### src/rtl/mem_ctrl_pipe.sv
// Single-port memory controller: valid/ready requests, byte strobes, RD_LAT-deep read pipeline,
// post-reset clear and out-of-range errors. Define MEM_CTRL_PARITY_EN for per-lane parity and par_inj.
module mem_ctrl_pipe #(
   parameter int DATA_W = 8,
   parameter int ADDR_W = 8,
   parameter int DEPTH  = 256,
   parameter int RD_LAT = 1
) (
   input  logic                  clk,
   input  logic                  reset_n,
   input  logic                  req_valid,
   output logic                  req_ready,
   input  logic                  req_rd_wr,
   input  logic [ADDR_W-1:0]     req_addr,
   input  logic [DATA_W-1:0]     req_wdata,
   input  logic [DATA_W/8-1:0]   req_wstrb,
`ifdef MEM_CTRL_PARITY_EN
   input  logic                  par_inj,
`endif
   output logic                  rsp_valid,
   output logic [DATA_W-1:0]     rsp_data,
   output logic                  rsp_err,
   output logic                  init_done
);

   localparam int NB = DATA_W / 8;
`ifdef MEM_CTRL_PARITY_EN
   localparam int MEM_W = DATA_W + NB;
`else
   localparam int MEM_W = DATA_W;
`endif
   localparam logic [ADDR_W:0] DEPTH_W = (ADDR_W + 1)'(DEPTH);

   localparam logic [0:0] ST_INIT = 1'b0;
   localparam logic [0:0] ST_RUN  = 1'b1;

   logic [0:0]        state;
   logic [ADDR_W:0]   clr_cnt;
   logic              clr_active;
   logic              accept;
   logic              in_range;
   logic              rd_acc;
   logic              wr_acc;
   logic              rd_err;
   logic [MEM_W-1:0]  cur_word;
   logic [MEM_W-1:0]  new_word;

   logic [MEM_W-1:0]  mem [DEPTH];

   logic [RD_LAT-1:0] pipe_v;
   logic [RD_LAT-1:0] pipe_e;
   logic [DATA_W-1:0] pipe_d [RD_LAT];

   assign req_ready  = (state == ST_RUN);
   assign init_done  = (state == ST_RUN);
   assign clr_active = (state == ST_INIT) && (clr_cnt != DEPTH_W);
   assign accept     = req_valid && req_ready;
   assign in_range   = ({1'b0, req_addr} < DEPTH_W);
   assign rd_acc     = accept && req_rd_wr;
   assign wr_acc     = accept && !req_rd_wr && in_range;
   assign cur_word   = mem[req_addr];

   // Merge enabled lanes into the stored word; disabled lanes keep their old bytes.
   always_comb begin
      // NOTE: every combinationally assigned signal gets a full default first, so no path leaves it unassigned and no latch is inferred.
      new_word = cur_word;
      for (int i = 0; i < NB; i++) begin
         if (req_wstrb[i]) begin
            new_word[8*i +: 8] = req_wdata[8*i +: 8];
`ifdef MEM_CTRL_PARITY_EN
            new_word[DATA_W + i] = ^req_wdata[8*i +: 8];
`endif
         end
      end
`ifdef MEM_CTRL_PARITY_EN
      new_word[DATA_W] = new_word[DATA_W] ^ par_inj;
`endif
   end

   always_comb begin
      rd_err = !in_range;
`ifdef MEM_CTRL_PARITY_EN
      for (int i = 0; i < NB; i++) begin
         if (in_range && ((^cur_word[8*i +: 8]) != cur_word[DATA_W + i])) begin
            rd_err = 1'b1;
         end
      end
`endif
   end

   // Clear counter runs one step past DEPTH-1 so the hand-over to RUN lands DEPTH cycles after release.
   always_ff @(posedge clk) begin
      // NOTE: state registers use non-blocking assignments so every flop samples pre-edge values.
      if (!reset_n) begin
         state   <= ST_INIT;
         clr_cnt <= '0;
      end else if (state == ST_INIT) begin
         if (clr_cnt == DEPTH_W) begin
            state <= ST_RUN;
         end else begin
            clr_cnt <= clr_cnt + 1'b1;
         end
      end
   end

   // NOTE: the storage array has no reset branch; it is zeroed word by word by the INIT sweep instead.
   always_ff @(posedge clk) begin
      if (reset_n) begin
         if (clr_active) begin
            mem[clr_cnt[ADDR_W-1:0]] <= '0;
         end else if (wr_acc) begin
            mem[req_addr] <= new_word;
         end
      end
   end

   always_ff @(posedge clk) begin
      if (!reset_n) begin
         pipe_v <= '0;
         pipe_e <= '0;
         for (int i = 0; i < RD_LAT; i++) begin
            pipe_d[i] <= '0;
         end
      end else begin
         pipe_v[0] <= rd_acc;
         pipe_e[0] <= rd_acc && rd_err;
         pipe_d[0] <= (rd_acc && in_range) ? cur_word[DATA_W-1:0] : '0;
         for (int i = 1; i < RD_LAT; i++) begin
            pipe_v[i] <= pipe_v[i-1];
            pipe_e[i] <= pipe_e[i-1];
            pipe_d[i] <= pipe_d[i-1];
         end
      end
   end

   assign rsp_valid = pipe_v[RD_LAT-1];
   assign rsp_err   = pipe_e[RD_LAT-1];
   assign rsp_data  = pipe_d[RD_LAT-1];

endmodule

### config.mk
export PLATFORM = sky130hd
export DESIGN_NAME = mem_ctrl_pipe
export DESIGN_NICKNAME = d
export VERILOG_FILES = /design/src/rtl/mem_ctrl_pipe.sv
export SDC_FILE = /design/constraint.sdc
export NUM_CORES = 2
export LEC_CHECK = 0
export CAP_MARGIN = 20
export CORE_ASPECT_RATIO = 1.2
export CORE_MARGIN = 2
export CORE_UTILIZATION = 49
export CTS_CLUSTER_SIZE = 25
export DETAILED_ROUTE_END_ITERATION = 8
export GPL_TIMING_DRIVEN = 0
export SYNTH_ARGS = -nofsm -noshare
export SYNTH_HDL_FRONTEND = slang
export SYNTH_SLANG_ARGS = --single-unit
### constraint.sdc
create_clock -name clk -period 21.1 [get_ports clk]
set_input_delay 4.22 -clock clk [delete_from_list [all_inputs] [get_ports clk]]
set_output_delay 4.22 -clock clk [all_outputs]
set_load 0.05 [all_outputs]
* After elaboration in Yosys (flattened, before gate mapping)
Memory sizes are Yosys's and may differ from the RTL's.
Index checks and enable logic that the tools add are counted.
** Storage, ports and cells
- Register bits :: 11
- Memory bits (writable) :: 2056
- Memories :: 2
- Word-level logic and storage cells :: 36
- Output and inout port bits :: 12
** Operators by class
- Equality and inequality tests :: 2
- Add/subtract/negate cells :: 1
- Reductions and logical operators :: 8
- Bitwise logic cells :: 2
- Muxes and demuxes :: 18
** Memory list
- mem :: words 256, width 8, rd ports 1, clocked after Yosys merged registers in 0, write ports 1, RTL line 48 : logic [MEM_W-1:0] mem [DEPTH];
- pipe_d :: words 1, width 8, rd ports 1, clocked after Yosys merged registers in 0, write ports 1, RTL line 52 : logic [DATA_W-1:0] pipe_d [RD_LAT];
** Operator list (number)
- 8-bit 2-to-1 mux :: 5
- 8-bit OR reduction :: 2
- 1-bit 2-to-1 mux :: 13
- 9-bit by 1-bit adder with 9-bit output, second input constant :: 1
- 9-bit == test, second input constant :: 1
- 9-bit != test, second input constant :: 1
- 1-bit logical AND :: 4
- 1-bit NOT :: 2
- 2-bit AND reduction :: 1
- 1-bit zero test :: 1

* Logic depth before layout (Yosys ltp)
- Depth after elaboration :: 8
- Mapped depth :: 13

* Worst setup path before layout
OpenSTA, ideal clock, no wires.
- Kind :: input-to-reg
- From :: input port req_addr[0]
- To :: memory mem[0][0] (netlist bit) (data pin)
- Data arrival time :: 16.197 ns
- Cell stages on the path :: 11
- Buffers on the path :: 5
- Library setup time :: 2.232 ns
- Slack :: 2.671 ns
- Cells stage by stage :: buf_6 -> buf_12 -> buf_12 -> buf_8 -> buf_6 -> mux2i_1 -> a221o_1 -> o221ai_1 -> nand3_1 -> o211a_1 -> o31ai_1
** Between the ends
- Cells in the longest elaborated chain, start to end :: 3
** RTL lines
- from (decl) :: RTL line 14 : input logic [ADDR_W-1:0] req_addr,
- memory read 256 x 8 bit
- 8-bit 2-to-1 mux :: RTL line 68 : if (req_wstrb[i]) begin
- 8-bit 2-to-1 mux (no line)
- to (decl) :: RTL line 48
No other way between the ends.

* Worst setup path after layout
- From :: input port req_addr[1]
- To :: memory mem[120][7] (netlist bit) (data pin)
The elaborated chain is that of the path after synthesis.

==> results.md <==
* CTS Sinks at 2,067
* Startpoint of the tightest hold check path: clr_cnt[6]$_SDFFE_PN0P_
* Post-DP HPWL at 200 mm
* Worst Setup Path Type: in -> reg
* Flop-to-flop setup slack at 15,770 ps
* Total placed cells including tap cells at 6,173
* Lkg Pwr at 33.6 nW
* Arithmetic-cell share of the synthesized area counting full adders, half adders and majority gates at 0.0310%
* Path type of the worst min-delay path: reg -> reg
* Final number of setup-violating endpoints at 0
* Max-slew violation total from the final report at 0
* Kind of end point of the critical path: flop
* Net Count, Synth at 3,926
* Post-route design area at 92,300 sq um
* Buffers on Ports at 29
* Number of remaining DRC errors at 0
* Global-route wire length before repair at 382 mm
* Post-CTS setup-driven buffer insertion count at 0
* Final worst setup slack at 10,980 ps
* Count leader, synth: sky130_fd_sc_hd__edfxtp_1
* Global-route usage over all layers at 34.5%
* Logic depth of the worst register-to-register path at 8
* Hold Crit Endpoint: clr_cnt[6]$_SDFFE_PN0P_
* Maximum clock frequency at 98.8 MHz
* Number of ports placed on the die boundary at 33
* Mux contribution to synthesized area at 15.4%
* Antenna violations before repair at 20
* Proportion of netlist area held by the largest area contributor at 76.1%
* Number of distinct library cells after synthesis at 70
* Core region area at 164,000 sq um
* Setup TNS after final layout at 0 ps
* Area of the die at 168,000 sq um
* Final cell count without fillers at 6,559
* CTS tree: built
* Syn Area/Cell at 20.7 sq um
* Warnings from Yosys at 0
* Proportion of synthesized flip-flops having asynchronous set or reset at 0%
* Synthesized-area fraction occupied by ao, oa, aoi and oai cells at 2.97%
* Element type at the critical path start: primary input
* Total of max-cap violations at 0
* Transition time at the pin with the least slew margin at 1280 ps
* Hold Vio Cnt, Final at 0
* CTS resizes at 0
* Number of nets in the layout at 4,257
* Startpoint of the lowest-slack register-to-register path: init_done$_SDFF_PN0_
* Required @ worst endpoint at 21,810 ps
* H-tree levels at 4
* CTS hold repair buffers at 0
* Placer Congestion at 1.03
* Commonest register cell after synthesis: sky130_fd_sc_hd__edfxtp_1
* Worst EP arrival at 10,830 ps
* Root Buffer: sky130_fd_sc_hd__clkbuf_16
* Average wire per standard cell at 44.1 um
* Worst vdd rail ir drop at 87.1 uV
* Worst clock skew on the final layout at 35.3 ps
* Pin count of the biggest net entering global routing at 94
* Most numerous cell types in the synthesized netlist: sky130_fd_sc_hd__edfxtp_1 (2,048), sky130_fd_sc_hd__mux4_2 (462), sky130_fd_sc_hd__nor2_1 (296), sky130_fd_sc_hd__mux2i_1 (159), sky130_fd_sc_hd__nand2_1 (155)
* Area delta synth->final at 14.2%
* Run status: completed
* Xor/xnor share of the synthesized area at 0.0759%
* Largest area contributor in the netlist: sky130_fd_sc_hd__edfxtp_1
* Top post-synthesis cells by area: sky130_fd_sc_hd__edfxtp_1 (76%), sky130_fd_sc_hd__mux4_2 (13%), sky130_fd_sc_hd__mux2i_1 (2.0%)
* CTS clock-pin slew for the worst setup and hold paths at 60 ps
* PD cells at 91.0 nW/um^2
* Final period util at 48.0%
* Starting density of the core at 49.2%
* Layout cells sized above 1 at 24.4%
* Total power draw at 8.40 mW
* Capturing point of the worst reg2reg path: mem[240][5]$_DFFE_PP_
* Post-synthesis sequential element count at 2,067
* Netlist Area Pre-Place at 80,800 sq um
* Vias after detailed routing at 44,400
* Routed vias/inst at 6.78
* Total gr overflow at 0
* Synthesized instance count at 3,903
* Die width at 375 um
* Unrepaired setup endpoints after global routing: no
* Vias in the first global route at 42,600
* Minimum setup slack after placement at 10,340 ps
* Detailed Route Iter0 Violations at 7,615
* Total Routed Length at 289 mm
* DR pass1 iterations at 7
* Cell area after placement at 85,800 sq um
* Number of buffers inserted during clock tree synthesis at 197
* Clk Latency, worst-skew pair at 870 ps
* Count of cells along the worst hold path at 2
* Simple-gate area share of the yosys netlist at 3.02%
* Max-slew headroom at 14.5%
* Die Y-Extent at 449 um
* Number of enable flip-flop cells after synthesis at 2,048
* Critical path peak fanout at 26
* Shortest clock period the worst path allows after layout at 10,120 ps
* Sequential area share after synthesis at 76.6%
* Maximum clock insertion buffer count at 3
* Combinational family with the most area after synthesis: multiplexers
* Standard-cell row count at 163
* DRT antenna net count at 0
[worst max-delay path, cell delays in order]
cell	delay, ps
sky130_fd_sc_hd__clkdlybuf4s50_1	680
sky130_fd_sc_hd__buf_2	280
sky130_fd_sc_hd__buf_2	450
sky130_fd_sc_hd__buf_2	710
sky130_fd_sc_hd__buf_2	710
sky130_fd_sc_hd__mux4_2	370
sky130_fd_sc_hd__nand2_1	70
sky130_fd_sc_hd__nand2_1	130
sky130_fd_sc_hd__o22ai_1	130
sky130_fd_sc_hd__nor3_1	630
sky130_fd_sc_hd__o22ai_1	430
sky130_fd_sc_hd__o31ai_4	870
sky130_fd_sc_hd__buf_8	290
sky130_fd_sc_hd__buf_16	190
sky130_fd_sc_hd__buf_16	170
sky130_fd_sc_hd__buf_8	200
sky130_fd_sc_hd__buf_16	180
[how the worst max path moves through the flow]
stage / to / start / cells after the start / slack [ps]
after floorplan: mem[0][0]$_DFFE_PP_ / req_addr[0] / 11 / 2670
after global placement: mem[54][0]$_DFFE_PP_ / req_addr[1] / 10 / -13280
after detailed placement: mem[120][7]$_DFFE_PP_ / req_addr[1] / 17 / 10340
after CTS: mem[120][7]$_DFFE_PP_ / req_addr[1] / 17 / 11220
after global routing: mem[127][5]$_DFFE_PP_ / req_addr[1] / 14 / 11020
final: mem[120][7]$_DFFE_PP_ / req_addr[1] / 17 / 10980
[cell families (layout without fill, tap and decap cells)]
kind of cell    Yosys count  in the layout
flops                  2067           2067
mux                     663            663
simple gates            581            581
compound gates          333            333
buf+inv                 249            745
xor+xnor                  7              7
fa+ha+maj                 2              2
other cells               1             16
[metrics by stage]
| step | util, % | hold slack [ps] |
|---|---|---|
| finish | 56.2 | 583 |
| global route | 56.2 | 630 |
| CTS | 56.2 | 578 |
| detailed placement | 52.3 | 563 |
| global placement | 51.0 | 556 |
| floorplan | - | 511 |
[registers in the layout (all words and copies together) (netlist names)]
name,cells
rsp_valid,1
pipe_d,8
clr_cnt,9
init_done,1
mem,2048
[layer usage]
| layer | vias to the layer above | share of wire (%) | GRT usage (%) |
|---|---|---|---|
| li1 | 16800 | - | - |
| met1 | 23700 | 35 | 44.1 |
| met2 | 3213 | 46 | 52.1 |
| met3 | 683 | 12 | 10.2 |
| met4 | 8 | 7.3 | 21.2 |
| met5 | - | 0.018 | 0 |
[area by class of cell]
type	count	area (sq um)
Tap cell	2145	2680
Sequential cell	2067	61900
Inverter	16	60.1
Multi-Input combinational cell	1587	17500
Clock inverter	131	1180
Clock buffer	233	5210
Antenna cell	15	37.5
Buffer	233	1520
Fill cell	12200	71900
Timing Repair Buffer	132	2250
[power by group]
group / total [mW] / internal, mW / switching (mW)
combinational: 0.378 / 0.102 / 0.276
clock: 3.57 / 2.00 / 1.57
sequential: 4.45 / 4.44 / 0.00145
total: 8.40 / 6.55 / 1.85
[cell usage in the layout (no fill, tap or decap), types with 20 or more instances in the layout]
cell type | netlist | layout
sky130_fd_sc_hd__a21oi_1 | 50 | 50
sky130_fd_sc_hd__a221oi_1 | 21 | 21
sky130_fd_sc_hd__a22oi_1 | 78 | 78
sky130_fd_sc_hd__buf_12 | 5 | 34
sky130_fd_sc_hd__buf_16 | 0 | 27
sky130_fd_sc_hd__buf_2 | 62 | 69
sky130_fd_sc_hd__buf_4 | 19 | 23
sky130_fd_sc_hd__buf_6 | 39 | 45
sky130_fd_sc_hd__buf_8 | 8 | 42
sky130_fd_sc_hd__bufinv_16 | 0 | 20
sky130_fd_sc_hd__clkbuf_1 | 86 | 98
sky130_fd_sc_hd__clkbuf_16 | 0 | 204
sky130_fd_sc_hd__clkdlybuf4s50_1 | 0 | 29
sky130_fd_sc_hd__clkinv_1 | 3 | 54
sky130_fd_sc_hd__clkinv_2 | 0 | 44
sky130_fd_sc_hd__edfxtp_1 | 2048 | 2048
sky130_fd_sc_hd__mux2_2 | 42 | 42
sky130_fd_sc_hd__mux2i_1 | 159 | 159
sky130_fd_sc_hd__mux4_2 | 462 | 462
sky130_fd_sc_hd__nand2_1 | 155 | 155
sky130_fd_sc_hd__nand3_1 | 48 | 48
sky130_fd_sc_hd__nor2_1 | 296 | 295
sky130_fd_sc_hd__o22ai_1 | 43 | 43
(Power assumes the default switching activity.)
